===== config.mk =====
export PLATFORM = sky130hd
export DESIGN_NAME = rob_alloc_ctrl
export DESIGN_NICKNAME = d
export VERILOG_FILES = /design/src/rtl/rob_pkg.sv /design/src/rtl/rob_ptr.sv /design/src/rtl/rob_alloc_ctrl.sv
export SDC_FILE = /design/constraint.sdc
export NUM_CORES = 1
export LEC_CHECK = 0
export BUFFER_PORTS_ARGS = -buffer_cell sky130_fd_sc_hd__buf_4
export CAP_MARGIN = 20
export CORE_UTILIZATION = 49
export CTS_CLUSTER_SIZE = 14
export DETAILED_ROUTE_END_ITERATION = 6
export PLACE_DENSITY = 0.75
export SLEW_MARGIN = 20
export SYNTH_ARGS = -nofsm -noshare
export SYNTH_HDL_FRONTEND = slang
export SYNTH_SLANG_ARGS = --single-unit

===== constraint.sdc =====
create_clock -name clk -period 3.2 [get_ports clk]
set_input_delay 0 -clock clk [delete_from_list [all_inputs] [get_ports clk]]
set_output_delay 0 -clock clk [all_outputs]
set_load 0.1 [all_outputs]

===== src/rtl/rob_pkg.sv =====
// ---------------------------------------------------------------------------
// Module   : rob_pkg
// Purpose  : Shared ROB sizing constants, tag type and controller state enum.
// Revision : 1.0
// ---------------------------------------------------------------------------
`default_nettype none

package rob_pkg;
  localparam int ROB   = 2;
  localparam int DEPTH = 2 ** (ROB + 1);

  typedef logic [ROB:0] tag_t;

  typedef enum logic [0:0] {
    RUN   = 1'b0,
    FLUSH = 1'b1
  } state_e;
endpackage

`default_nettype wire


===== src/rtl/rob_ptr.sv =====
// ---------------------------------------------------------------------------
// Module   : rob_ptr
// Purpose  : Modulo-2^W pointer with increment enable and synchronous clear.
// Revision : 1.0
// ---------------------------------------------------------------------------
`default_nettype none

module rob_ptr #(
  parameter int W = 3
) (
  input  logic         clk,
  input  logic         reset_n,
  input  logic         i_clr,
  input  logic         i_inc,
  output logic [W-1:0] o_ptr
);

  logic [W-1:0] r_ptr;

  // Clear wins over increment; natural binary overflow gives the wrap.
  always_ff @(posedge clk or negedge reset_n) begin
    if (!reset_n) begin
      r_ptr <= '0;
    end else if (i_clr) begin
      r_ptr <= '0;
    end else if (i_inc) begin
      r_ptr <= r_ptr + 1'b1;
    end
  end

  assign o_ptr = r_ptr;

endmodule

`default_nettype wire


===== src/rtl/rob_alloc_ctrl.sv =====
// ---------------------------------------------------------------------------
// Module   : rob_alloc_ctrl
// Purpose  : Reorder-buffer allocation/commit pointer and occupancy control.
//            Optional macro ROB_ALLOC_PERF_EN adds a full-stall cycle counter.
// Revision : 1.0
// ---------------------------------------------------------------------------
`default_nettype none

module rob_alloc_ctrl #(
  parameter int ROB = 2
) (
  input  logic           clk,
  input  logic           reset_n,
  input  logic           alloc_req,
  input  logic           commit_valid,
  input  logic           flush,
  output logic [ROB:0]   alloc_tag,
  output logic           alloc_grant,
  output logic           rob_full,
  output logic           rob_empty,
  output logic [ROB:0]   commit_tag,
  output logic [ROB+1:0] free_count
`ifdef ROB_ALLOC_PERF_EN
  ,
  output logic [15:0]    full_cycles
`endif
);

  import rob_pkg::*;

  localparam logic [ROB+1:0] C_DEPTH = (ROB + 2)'(2 ** (ROB + 1));

  state_e         r_state;
  state_e         w_state_nxt;
  logic [ROB+1:0] r_count;
  logic [ROB+1:0] w_count_nxt;
  logic [ROB:0]   w_head;
  logic [ROB:0]   w_tail;
  logic           w_full;
  logic           w_empty;
  logic           w_grant;
  logic           w_commit;

  assign w_full   = (r_count == C_DEPTH) || (r_state == FLUSH);
  assign w_empty  = (r_count == '0);
  // Full is sampled from registers, so a same-cycle commit cannot open a slot.
  assign w_grant  = alloc_req & ~w_full & ~flush;
  assign w_commit = commit_valid & ~w_empty & ~flush;

  rob_ptr #(.W(ROB + 1)) u_tail (
    .clk     (clk),
    .reset_n (reset_n),
    .i_clr   (flush),
    .i_inc   (w_grant),
    .o_ptr   (w_tail)
  );

  rob_ptr #(.W(ROB + 1)) u_head (
    .clk     (clk),
    .reset_n (reset_n),
    .i_clr   (flush),
    .i_inc   (w_commit),
    .o_ptr   (w_head)
  );

  always_ff @(posedge clk or negedge reset_n) begin
    if (!reset_n) begin
      r_state <= RUN;
      r_count <= '0;
    end else begin
      r_state <= w_state_nxt;
      r_count <= w_count_nxt;
    end
  end

  always_comb begin
    w_state_nxt = RUN;
    w_count_nxt = r_count;
    if (flush) begin
      w_state_nxt = FLUSH;
      w_count_nxt = '0;
    end else begin
      w_count_nxt = r_count + (ROB + 2)'(w_grant) - (ROB + 2)'(w_commit);
    end
  end

`ifdef ROB_ALLOC_PERF_EN
  logic [15:0] r_full_cycles;

  always_ff @(posedge clk or negedge reset_n) begin
    if (!reset_n) begin
      r_full_cycles <= '0;
    end else if (alloc_req && w_full && (r_full_cycles != 16'hFFFF)) begin
      r_full_cycles <= r_full_cycles + 16'd1;
    end
  end

  assign full_cycles = r_full_cycles;
`endif

  assign alloc_tag   = w_tail;
  assign commit_tag  = w_head;
  assign alloc_grant = w_grant;
  assign rob_full    = w_full;
  assign rob_empty   = w_empty;
  assign free_count  = C_DEPTH - r_count;

endmodule

`default_nettype wire


* Yosys cells after proc, flatten, opt, wreduce, memory -nomap -nowiden
Index checks and enable logic that the tools add are counted.
Word-level totals: bits in registers 11, bits of input ports 5, output and inout port bits 13
Cells by class: add/subtract/negate cells 5, equal/unequal tests 1, muxes and demuxes 6, bitwise gates (word level) 7, reductions and logical operators 4
Operators with widths (number):
- $mux 3 | 4
- $add 3x1->3 const B | 2
- $add 4x1->4 | 1
- $and 1x1->1 | 4
- $eq 4x4->1 const B | 1
- $logic_not 4->1 | 1
- $mux 4 | 1
- $reduce_bool 2->1 | 2
- $sub 4x1->4 | 1
- $sub 4x4->4 const A | 1
- $not 1->1 | 3
- $logic_or 1x1->1 | 1
- $mux 1 | 1

* Depth between registers and ports, before layout
depth after elaboration 8, mapped depth 10, gate-level depth less buffers 10

* By module
Synthesis repeated with hierarchy kept, for this count alone.
Second synthesis, totals: cells, all modules 59, area total of the unflattened synthesis 659.4 um^2
By module, submodules not included:
- rob_alloc_ctrl | instances 1, cells an instance 37, area an instance 386.6 um^2
- rob_ptr | instances 2, cells an instance 11, area an instance 136.4 um^2

* Least setup slack after synthesis
OpenSTA, ideal clock, no wires.
kind reg-to-reg, start point reg r_count[1], end point reg r_count[1], setup time 132 ps, arrival time 4212 ps, data required time 3068 ps, slack -1144 ps, cell stages (with the launch flop) 9, path buffers 0, cells stage by stage dfrtp_1 inv_1 ha_1 a21oi_2 inv_2 nor3_1 ha_1 fa_1 nor2b_1
On the way: longest elaborated chain between the ends 8, elaborated cells between the ends (all ways) 12, those cells by class add/sub (2); eq/ne (1); mux (1); bitwise (6); reduce/logical (2)
Ends and longest elaborated chain:
- start: declaration | RTL line rob_alloc_ctrl.sv:35 | logic [ROB+1:0] r_count;
- start signal: assignment | RTL line rob_alloc_ctrl.sv:72 | r_count <= w_count_nxt;
- $eq 4x4->1 | RTL line rob_alloc_ctrl.sv:44 | assign w_full = (r_count == C_DEPTH) || (r_state == FLUSH);
- $logic_or 1x1->1 | RTL line rob_alloc_ctrl.sv:44
- via rob_full | RTL line rob_alloc_ctrl.sv:19 | output logic rob_full,
- $not 1->1 | RTL line rob_alloc_ctrl.sv:47 | assign w_grant = alloc_req & ~w_full & ~flush;
- $and 1x1->1 (2 in a row) | RTL line rob_alloc_ctrl.sv:47
- via alloc_grant | RTL line rob_alloc_ctrl.sv:18 | output logic alloc_grant,
- $add 4x1->4 | RTL line rob_alloc_ctrl.sv:83 | w_count_nxt = r_count + (ROB + 2)'(w_grant) - (ROB + 2)'(w_commit);
- $sub 4x1->4 | RTL line rob_alloc_ctrl.sv:83
- $mux 4 | RTL line rob_alloc_ctrl.sv:79 | if (flush) begin
- via w_count_nxt[1] | RTL line rob_alloc_ctrl.sv:36 | logic [ROB+1:0] w_count_nxt;
The timed path passes the listed nets, and every way through them passes these cells. A chain may end at the register's enable or synchronous reset.

* Worst setup path in the final report
start point reg r_count[1], end point reg r_count[3]
On the way: longest elaborated chain between the ends 8, elaborated cells between the ends (all ways) 12, those cells by class add/sub (2); eq/ne (1); mux (1); bitwise (6); reduce/logical (2)
Ends and longest elaborated chain (RTL line):
- $eq 4x4->1 | rob_alloc_ctrl.sv:44
- $logic_or 1x1->1 | rob_alloc_ctrl.sv:44
- $not 1->1 | rob_alloc_ctrl.sv:47
- $and 1x1->1 (2 in a row) | rob_alloc_ctrl.sv:47
- $add 4x1->4 | rob_alloc_ctrl.sv:83
- $sub 4x1->4 * | rob_alloc_ctrl.sv:83
- $mux 4 * | rob_alloc_ctrl.sv:79
- via w_count_nxt[3] | rob_alloc_ctrl.sv:36
The timed path passes the listed nets; every way through them passes the cells marked *.

==> impl_metrics.csv <==
group,metric,value,unit
synth,async_reset_ff_frac,1.000,
sta,post-route-min-period,2468,ps
synth,ys_top_cells_by_count,"11 x dfrtp_1, 10 x ha_1, 9 x inv_1, 6 x nor2b_1, 5 x nor2_1",
drt,drt_iter0_markers,7,
setup_path,cp_max_fo,5,
setup_path,cpPeakStageDelay,390,ps
sta,slew_headroom,0.7165,
global_routing,grt.total_usage,0.1849,
global_routing,grt_pass1_wl,1835,um
floorplanning,coreArea,0.001301,mm^2
setup_path,cpMaxStageDelayCell,"a21boi_1",
clocking,numCtsBuffers,3,
drt,via_per_inst,4.865,
setup_path,end_kind,"flop",
run_status,status,"completed",
setup_path,rr_endpoint,"r_count[3]$_DFF_PN0_",
clocking,cts_buffer_depth,2,
floorplanning,rows,13,
sta,finalHoldViolCount,0,
placed_design,placed_area,830.8,um^2
sta,timing.final.crit_share,0.7714,
clocking,cts_tree,"done",
global_routing,grt_pass1_vias,417,
setup_path,crit_end,"r_count[3]$_DFF_PN0_",
hold_path,hold_path_class,"input port to flop",
floorplanning,start_util,0.5260,
finish,nFillCells,117,
finish,nets,106,
drt,drt_first_pass_iters,4,
setup_path,rr_startpoint,"r_count[1]$_DFF_PN0_",
synth,syn_inst,68,
drt,wl_per_cell,12.12,um
global_routing,grt_start_max_net_pins,16,
finish,final_area,877.1,um^2
clocking,cts.clk_slew.worst_paths,70,ps
drt,drt-total-wl,1260,um
floorplanning,boundaryPins,18,
run,cap_violations,0,
placed_design,dp_hpwl,970.8,um
clocking,h-tree-depth,1,
global_routing,overflow,0,
setup_path,path_class,"flop to flop",
synth,avgSynthCellArea,10.06,um^2
setup_path,path_common_cell,"ha_1",
synth,synth.cell_area,684.4,um^2
synth,yosysSeqAreaShare,0.4022,
floorplanning,die_x,39.38,um
synth,synth-seq-cells,11,
finish,syn_to_final_growth,28.15,%
setup_path,path_cells,"inv_1, ha_1, a21boi_1, nor2b_1, ha_1, inv_1, ha_1, a21oi_1, o21bai_1, mux2_2",
setup_path,cp-startpoint,"r_count[1]$_DFF_PN0_",
finish,diodes,0,
drt,detail-route-antenna-nets,0,
setup_path,required,3350,ps
finish,drive_gt1_frac,0.2809,
clocking,clock_latency,260,ps
setup_path,crit_arrival,2620,ps
clocking,cts-root-buf,"clkbuf_4",
sta,skew,1.120,ps
placed_design,gp_congestion,0.6510,
setup_path,reg2reg_depth,10,
clocking,clock-sinks,11,
synth,yosysMostFrequentCell,"dfrtp_1",
synth,syn-num-nets,84,
clocking,postCtsSetupBuffers,0,
synth,yosysTopAreaCell,"dfrtp_1",
drt,drc_errors,0,
drt,vias,506,
sta,rsz0062_at_grt,"no",
synth,ys.flop_type,"dfrtp_1",
floorplanning,fp.dieArea,0.001550,mm^2
synth,synthDistinctLibCells,23,
synth,synth_top_area_share,0.4022,
setup_path,critical_path_depth,10,
setup_path,r2r_setup_slack,730,ps
sta,tns,0,ps
global_routing,met1_usage,0.2420,
setup_path,crit_family,"adder cells",
sta,final-max-slew-violation-count,0,
placed_design,port_buffers,17,
sta,worst_pin_slew,424.3,ps
sta,setup_viol,0,
global_routing,grtUsageMet2,0.2833,
synth,synthTopCellsByArea,"dfrtp_1 40%, ha_1 18%, nor2b_1 5.5%, inv_1 4.9%, xnor2_1 3.8%",
global_routing,grt_util_met3,0.05114,
global_routing,antenna_found_initial,0,
setup_path,start_kind,"flop",
floorplanning,die_h,39.38,um
synth,ys_warn_count,0,
sta,fmax,405.1,MHz
synth,synth-edff-count,0,
global_routing,gr-max-usage-layer,"met2",
setup_path,crit_buf_inv,2,
worst register-to-register path, delay by kind of cell (launching register included):
kind                       cells  cell delay (ps)
DFF                            1              350
muxes                          1              350
buffers and inverters          2              160
adders and majority gates      3              670
and+or+nand+nor                1              190
AOI/OAI and AO/OA              3              640
cells by family after synthesis:
| group | share of synthesized area |
|---|---|
| AOI/OAI and AO/OA | 0.08960 |
| buffers and inverters | 0.07129 |
| adders and majority gates | 0.2121 |
| xor gates and xnor gates | 0.05120 |
| muxes | 0.04753 |
| and+or+nand+nor | 0.1261 |
| DFF | 0.4022 |
layer usage:
metal,vias up,wire length (um),part of all wire
li1,260,-,-
met1,230,614,0.49
met2,14,570,0.45
met4,0,14,0.011
met3,2,60,0.048
met5,-,0,0
cell usage in the layout, fill, tap and decap left out, drive strengths merged, types with 2 or more instances in the layout:
master,count
a21oi,5
buf,17
clkbuf,4
dfrtp,11
dlygate4sd3,2
ha,10
inv,10
mux2,2
nand3,3
nor2,5
nor2b,6
o21ai,2
xnor2,3
timing repair:
action | CTS | global route
hold buffers | 2 | 0
gates resized for setup | 0 | 0
endpoints found under the hold margin | 12 | 0
cell type report:
class | count | area (um^2) | share of cell area
well taps | 15 | 18.77 | 0.02140
multi-input cells | 45 | 371.6 | 0.4237
inverters | 10 | 37.54 | 0.04280
repair buffers | 19 | 147.6 | 0.1683
flip-flops and latches | 11 | 275.3 | 0.3138
clock buffers | 4 | 26.28 | 0.02996
per-stage QoR:
step | setup WS (ps) | hold WS, ps | utilization | std cells
6_report | 731.6 | 29.71 | 0.6740 | 104
4_1_cts | 709.4 | 31.87 | 0.6740 | 104
5_1_grt | 582.9 | 42.60 | 0.6740 | 104
3_5_place_dp | 717.2 | -157.0 | 0.6385 | 98
3_3_place_gp | 778.2 | -156.0 | 0.6385 | 98
2_1_floorplan | 314.0 | -295.6 | - | 68
worst min-delay path by stage:
stage / startpoint / to / depth (start not counted)
final: alloc_req / u_tail.o_ptr[1]$_DFFE_PN0P_ / 3
after global routing: alloc_req / u_tail.o_ptr[1]$_DFFE_PN0P_ / 3
after CTS: alloc_req / u_tail.o_ptr[1]$_DFFE_PN0P_ / 3
after detailed placement: reset_n / u_head.o_ptr[2]$_DFFE_PN0P_ / 1
after global placement: reset_n / u_head.o_ptr[2]$_DFFE_PN0P_ / 1
after floorplan: reset_n / r_count[0]$_DFF_PN0_ / 0
sequential cells by signal, summed over array words and instances, names as in the netlist:
register,cells
u_head.o_ptr,3
r_count,4
u_tail.o_ptr,3
r_state,1
Power is not shown: default switching activity piles up to over one toggle a cycle in this logic, so the estimate is an artifact.
